$ cat src/rtl/clk_div_pkg.sv
// -----------------------------------------------------------------------------
// clk_div_pkg
// Shared types and constants for the programmable clock-enable divider.
//   state_e : controller states (IDLE, RUN, PEND)
//   DIV_MIN : smallest legal divisor
// -----------------------------------------------------------------------------
package clk_div_pkg;

  typedef enum logic [1:0] {
    IDLE = 2'd0,
    RUN  = 2'd1,
    PEND = 2'd2
  } state_e;

  localparam int DIV_MIN = 2;

endpackage

$ cat src/rtl/clk_div_core.sv
// -----------------------------------------------------------------------------
// clk_div_core
// Period counter, wrap detect and registered tick / clk_o decode.
// The outputs are decoded from the values the counter and divisor take on the
// coming edge, so they are registered yet line up with the count they describe.
//   clk, rst_n  : clock, asynchronous active-low reset
//   i_run       : controller is currently in RUN or PEND
//   i_run_nxt   : controller will be in RUN or PEND after this edge
//   i_div       : divisor in effect this cycle
//   i_div_nxt   : divisor in effect after this edge
//   o_wrap      : this cycle is the last of the period (boundary)
//   o_tick      : registered strobe, high while the count is 0
//   o_clk_o     : registered level, high while count < floor(div/2)
// -----------------------------------------------------------------------------
module clk_div_core #(
  parameter int CNT_W = 8
) (
  input  logic             clk,
  input  logic             rst_n,
  input  logic             i_run,
  input  logic             i_run_nxt,
  input  logic [CNT_W-1:0] i_div,
  input  logic [CNT_W-1:0] i_div_nxt,
  output logic             o_wrap,
  output logic             o_tick,
  output logic             o_clk_o
);

  logic [CNT_W-1:0] r_cnt;
  logic [CNT_W-1:0] w_cnt_nxt;
  logic             r_tick;
  logic             r_clk_o;

  assign o_wrap = i_run && (r_cnt == (i_div - CNT_W'(1)));

  // A fresh start, a wrap and a stop all land the counter on 0.
  always_comb begin
    // NOTE: default first so every path assigns and no latch is inferred.
    w_cnt_nxt = '0;
    if (i_run_nxt && i_run && !o_wrap) begin
      w_cnt_nxt = r_cnt + CNT_W'(1);
    end
  end

  // NOTE: non-blocking assignments so all registers update from pre-edge values.
  always_ff @(posedge clk or negedge rst_n) begin
    if (!rst_n) begin
      r_cnt   <= '0;
      r_tick  <= 1'b0;
      r_clk_o <= 1'b0;
    end else begin
      r_cnt   <= w_cnt_nxt;
      r_tick  <= i_run_nxt && (w_cnt_nxt == '0);
      r_clk_o <= i_run_nxt && (w_cnt_nxt < (i_div_nxt >> 1));
    end
  end

  assign o_tick  = r_tick;
  assign o_clk_o = r_clk_o;

endmodule

$ cat src/rtl/clk_div_ctrl.sv
// -----------------------------------------------------------------------------
// clk_div_ctrl
// Run-time programmable clock-enable divider. Divisor updates arrive over a
// valid/ready handshake and take effect only on a period boundary.
//   clk, rst_n : clock, asynchronous active-low reset
//   en         : run request; dropping it stops at the end of the period
//   cfg_valid  : divisor update request
//   cfg_div    : requested divisor (legal when >= DIV_MIN)
//   cfg_ready  : update can be accepted (low while an update is pending)
//   cfg_err    : one-cycle pulse after an illegal request was consumed
//   tick       : one-cycle strobe at the start of every period
//   clk_o      : high for floor(cur_div/2) cycles of each period
//   running    : controller in RUN or PEND
//   cur_div    : divisor currently in effect
// -----------------------------------------------------------------------------
module clk_div_ctrl
  import clk_div_pkg::*;
#(
  parameter int CNT_W     = 8,
  parameter int DIV_RESET = 3
) (
  input  logic             clk,
  input  logic             rst_n,
  input  logic             en,
  input  logic             cfg_valid,
  input  logic [CNT_W-1:0] cfg_div,
  output logic             cfg_ready,
  output logic             cfg_err,
  output logic             tick,
  output logic             clk_o,
  output logic             running,
  output logic [CNT_W-1:0] cur_div
);

  state_e           r_state;
  logic [CNT_W-1:0] r_cur_div;
  logic [CNT_W-1:0] r_pend_div;
  logic             r_cfg_err;

  logic             w_accept;
  logic             w_legal;
  logic             w_take;
  logic             w_idle;
  logic             w_bound;
  logic             w_run_nxt;
  logic [CNT_W-1:0] w_div_nxt;

  assign w_idle   = (r_state == IDLE);
  assign w_accept = cfg_valid && cfg_ready;
  assign w_legal  = (cfg_div >= CNT_W'(DIV_MIN));
  assign w_take   = w_accept && w_legal;

  // Only a boundary can end a period, so outside IDLE we keep running until then.
  assign w_run_nxt = (w_idle || w_bound) ? en : 1'b1;

  // Divisor seen by the next cycle. A legal write that lands on a stopping
  // boundary in RUN is applied directly, as it would be in IDLE.
  always_comb begin
    w_div_nxt = r_cur_div;
    if (w_idle && w_take) begin
      w_div_nxt = cfg_div;
    end else if (w_bound && (r_state == PEND)) begin
      w_div_nxt = r_pend_div;
    end else if (w_bound && (r_state == RUN) && w_take && !en) begin
      w_div_nxt = cfg_div;
    end
  end

  always_ff @(posedge clk or negedge rst_n) begin
    if (!rst_n) begin
      r_state    <= IDLE;
      r_cur_div  <= CNT_W'(DIV_RESET);
      // NOTE: the pending register is reset too, so a value staged before reset
      // can never leak into the first period afterwards.
      r_pend_div <= '0;
      r_cfg_err  <= 1'b0;
    end else begin
      r_cur_div <= w_div_nxt;
      r_cfg_err <= w_accept && !w_legal;
      case (r_state)
        IDLE: begin
          if (en) r_state <= RUN;
        end
        RUN: begin
          if (w_bound && !en) begin
            r_state <= IDLE;
          end else if (w_take) begin
            r_pend_div <= cfg_div;
            r_state    <= PEND;
          end
        end
        PEND: begin
          if (w_bound) begin
            r_pend_div <= '0;
            r_state    <= en ? RUN : IDLE;
          end
        end
        default: r_state <= IDLE;
      endcase
    end
  end

  clk_div_core #(
    .CNT_W (CNT_W)
  ) u_core (
    .clk       (clk),
    .rst_n     (rst_n),
    .i_run     (!w_idle),
    .i_run_nxt (w_run_nxt),
    .i_div     (r_cur_div),
    .i_div_nxt (w_div_nxt),
    .o_wrap    (w_bound),
    .o_tick    (tick),
    .o_clk_o   (clk_o)
  );

  assign cfg_ready = (r_state != PEND);
  assign cfg_err   = r_cfg_err;
  assign running   = !w_idle;
  assign cur_div   = r_cur_div;

endmodule

$ cat config.mk
export PLATFORM = sky130hd
export DESIGN_NAME = clk_div_ctrl
export DESIGN_NICKNAME = d
export VERILOG_FILES = /design/src/rtl/clk_div_pkg.sv /design/src/rtl/clk_div_core.sv /design/src/rtl/clk_div_ctrl.sv
export SDC_FILE = /design/constraint.sdc
export NUM_CORES = 1
export LEC_CHECK = 0
export ABC_AREA = 1
export ABC_CLOCK_PERIOD_IN_PS = 3900
export CAP_MARGIN = 15
export CORE_MARGIN = 1.5
export CORE_UTILIZATION = 40
export DETAILED_ROUTE_END_ITERATION = 12
export GPL_ROUTABILITY_DRIVEN = 0
export PLACE_DENSITY = 0.67
export SETUP_SLACK_MARGIN = 0.05
export SLEW_MARGIN = 20
export SYNTH_ARGS = -nofsm -noshare
export SYNTH_HDL_FRONTEND = slang
export SYNTH_SLANG_ARGS = --single-unit
$ cat constraint.sdc
create_clock -name clk -period 3.9 [get_ports clk]
set_input_delay 0.39 -clock clk [delete_from_list [all_inputs] [get_ports clk]]
set_output_delay 0.39 -clock clk [all_outputs]
set_load 0.05 [all_outputs]
==> impl_metrics.ini <==
[clock_tree]
cts_setup_buffers = 0
cts_tree = yes
clock-sinks = 29
clk_latency_ns = 0.28
numCtsBuffers = 5
holdBufCountCts = 0
post_cts_resized = 0
cts.path.max_buffers = 2
clockRootBuffer = clkbuf_8
cts_htree_levels = 2
clkTransAtPathRegs_ns = 0.07

[synth]
post-synth-top-count-cell = nand2_1
ys_seq_area_share_pct = 35.5
yosys_most_used_dff = dfrtp_1
synth-async-reset-ratio_pct = 100
synth.cell_area_um2 = 2050
synthMuxAreaShare_pct = 0
synthCells = 289
synth_edf_count = 0
synth_top_family_by_area = simple AND/OR/NAND/NOR gates
syn-num-nets = 309
ys_top_cells_by_count = nand2_1 (64), inv_1 (59), nor2_1 (29)
synth_fa_ha_area_share_pct = 4.88
yosysTopAreaCell = dfrtp_1
ys_ff_latch = 29
synth_top_area_share_pct = 33.0
yosysWarnings = 0
synth-simple-area-share_pct = 28.6
synth_xor_xnor_area_share_pct = 2.99
syn_area_per_cell_um2 = 7.09
synth_area_leaders = dfrtp_1 (33%), nand2_1 (12%), inv_1 (11%)
synth_cell_types = 32
synth-compound-area-share_pct = 15.0

[global_routing]
grt_max_degree = 30
first_global_vias = 1725
grt_pass1_wl_um = 7940
antenna_found_initial = 0
grt_usage_pct = 19.1
grt_overflow = 0

[job]
max_cap_violations = 0

[floorplan]
dieArea_um2 = 5560
core-area_um2 = 4820
std_cell_rows = 25
io_pins = 25
die_w_um = 74.6
die_h_um = 74.6
start_util_pct = 42.5

[timing]
min_period_ns = 3.34
setup_viol = 0
rsz0062_at_grt = no
hold_viol = 0
slew_viol_final = 0
finClkSkew_ns = 0.00458
worstMarginPinSlew_ns = 0.498
fin_crit_sh_pct = 85.6
fmax_mhz = 300
fin_tns_setup_ns = 0
worst_slew_margin_rel_pct = 66.7

[layout]
nets = 339
utilization_pct = 50.9
syn2layout_area_growth_pct = 19.5
diodes = 0
drive_above_1_share_pct = 10.3
final_cells = 387
final_cell_area_um2 = 2450

[drt]
dr.pass1.iters = 4
avgViaCountPerCell = 4.83
routed-via-count = 1870
ant_nets = 0
drt_wl_total_um = 4650
avgRoutedWirePerCell_um = 12.0
drc = 0
drt_iter0_drc = 136

[worst_setup_path]
cp-start-kind = flip-flop
cpLargestDelayFamily = simple AND/OR/NAND/NOR gates
slowest_stage = dfstp_2
endpoint_kind = flip-flop
critPathBufInv = 4
crit_arrival_ns = 3.55
crit_path_max_incr_delay_ns = 0.56
required_ns = 4.11
cp_max_fo = 8
path_cells = inv_2 > ha_1 > nand2_1 > inv_1 > nor2_1 > nand2_1 > nor2_1 > nand3_1 > nor2_1 > nand4_1 > buf_4 > nand2_1 > o211ai_1 > a22oi_1 > inv_1 > ha_1 > a21oi_1 > o211ai_1 > a21oi_1
critPathKind = flip-flop to flip-flop

[placement]
numPortBuffers = 24
hpwl_um = 3680
dp_cells = 379
dpl_cell_area_um2 = 2370

[min_path]
hold_path_class = primary input to async pin

[outcome]
status = finished, final reports clean

[power_and_ir_drop]
finalPower_uw = 564
powerDensity_nw_per_um2 = 230
leakage_nw = 1.19
ir_drop_mv = 0.161
[cell type report]
| class | instances | area (µm²) |
|---|---|---|
| clock buffer | 6 | 72.6 |
| fill | 506 | 2370 |
| clock inverter | 2 | 10.0 |
| tap | 67 | 83.8 |
| inverter | 63 | 236 |
| multi-input combinational | 193 | 1060 |
| timing repair buffer | 27 | 263 |
| sequential | 29 | 728 |
[through the flow]
stage | setup WS [ns] | hold WS [ns]
3_5_place_dp | 0.597 | 0.513
6_report | 0.563 | 0.492
4_1_cts | 0.564 | 0.503
3_3_place_gp | 0.601 | 0.503
5_1_grt | 0.197 | 0.540
2_1_floorplan | 0.875 | 0.0944
[cell usage in the layout (no fill, tap or decap), types with 4 or more instances in the layout]
| master | netlist | routed |
|---|---|---|
| clkbuf_8 | 0 | 5 |
| ha_1 | 8 | 8 |
| a22oi_1 | 4 | 4 |
| nand4_1 | 4 | 4 |
| xnor2_1 | 4 | 4 |
| o21ai_0 | 14 | 14 |
| o211ai_1 | 10 | 10 |
| nand3_1 | 18 | 18 |
| inv_1 | 59 | 59 |
| dfrtp_1 | 27 | 27 |
| a21oi_1 | 10 | 10 |
| clkdlybuf4s50_1 | 0 | 24 |
| nor2_1 | 29 | 29 |
| inv_2 | 4 | 4 |
| nand2_2 | 5 | 5 |
| nand2_1 | 64 | 64 |
[path summary, 6_finish.rpt]
check / slack, ns / cells past startpoint / from / end
min in group clk: 0.52 / 2 / r_pend_div[5]$_DFFE_PN0P_ / r_pend_div[5]$_DFFE_PN0P_
worst min register to register: 0.52 / 2 / r_pend_div[5]$_DFFE_PN0P_ / r_pend_div[5]$_DFFE_PN0P_
worst max-delay path: 0.56 / 19 / cur_div[0]$_DFFE_PN1P_ / u_core.o_clk_o$_DFF_PN0_
worst min-delay path: 0.49 / 2 / rst_n / u_core.r_cnt[7]$_DFF_PN0_
worst max register to register: 0.56 / 19 / cur_div[0]$_DFFE_PN1P_ / u_core.o_clk_o$_DFF_PN0_
max in group asynchronous: 3.09 / 2 / rst_n / cur_div[1]$_DFF_PN1_
[sequential cells by signal, summed over array words and instances (netlist names)]
register,flops
cfg_err,1
cur_div,8
r_pend_div,8
u_core.r_cnt,8
u_core.o_clk_o,1
r_state,2
u_core.o_tick,1
[cells by family (layout without fill, tap and decap cells)]
family / after synthesis / after routing
AOI/OAI and AO/OA: 47 / 47
buffers and inverters: 67 / 98
adders and majority gates: 8 / 8
xor gates and xnor gates: 7 / 7
DFF: 29 / 29
and+or+nand+nor: 131 / 131
[metal layers]
| metal | wire (µm) | vias to the layer above | global-route usage [%] |
|---|---|---|---|
| met5 | 0 | - | 0 |
| met4 | 91 | 0 | 6.67 |
| met3 | 225 | 11 | 3.66 |
| met2 | 2080 | 38 | 30.2 |
| met1 | 2250 | 848 | 26.3 |
| li1 | - | 973 | - |
[power by group]
group	total (mW)	switching, mW	internal [mW]
clock	0.238	0.115	0.123
sequential	0.301	0	0.301
combinational	0.0245	0.0131	0.0114
total	0.564	0.128	0.436
(Power assumes the default switching activity.)
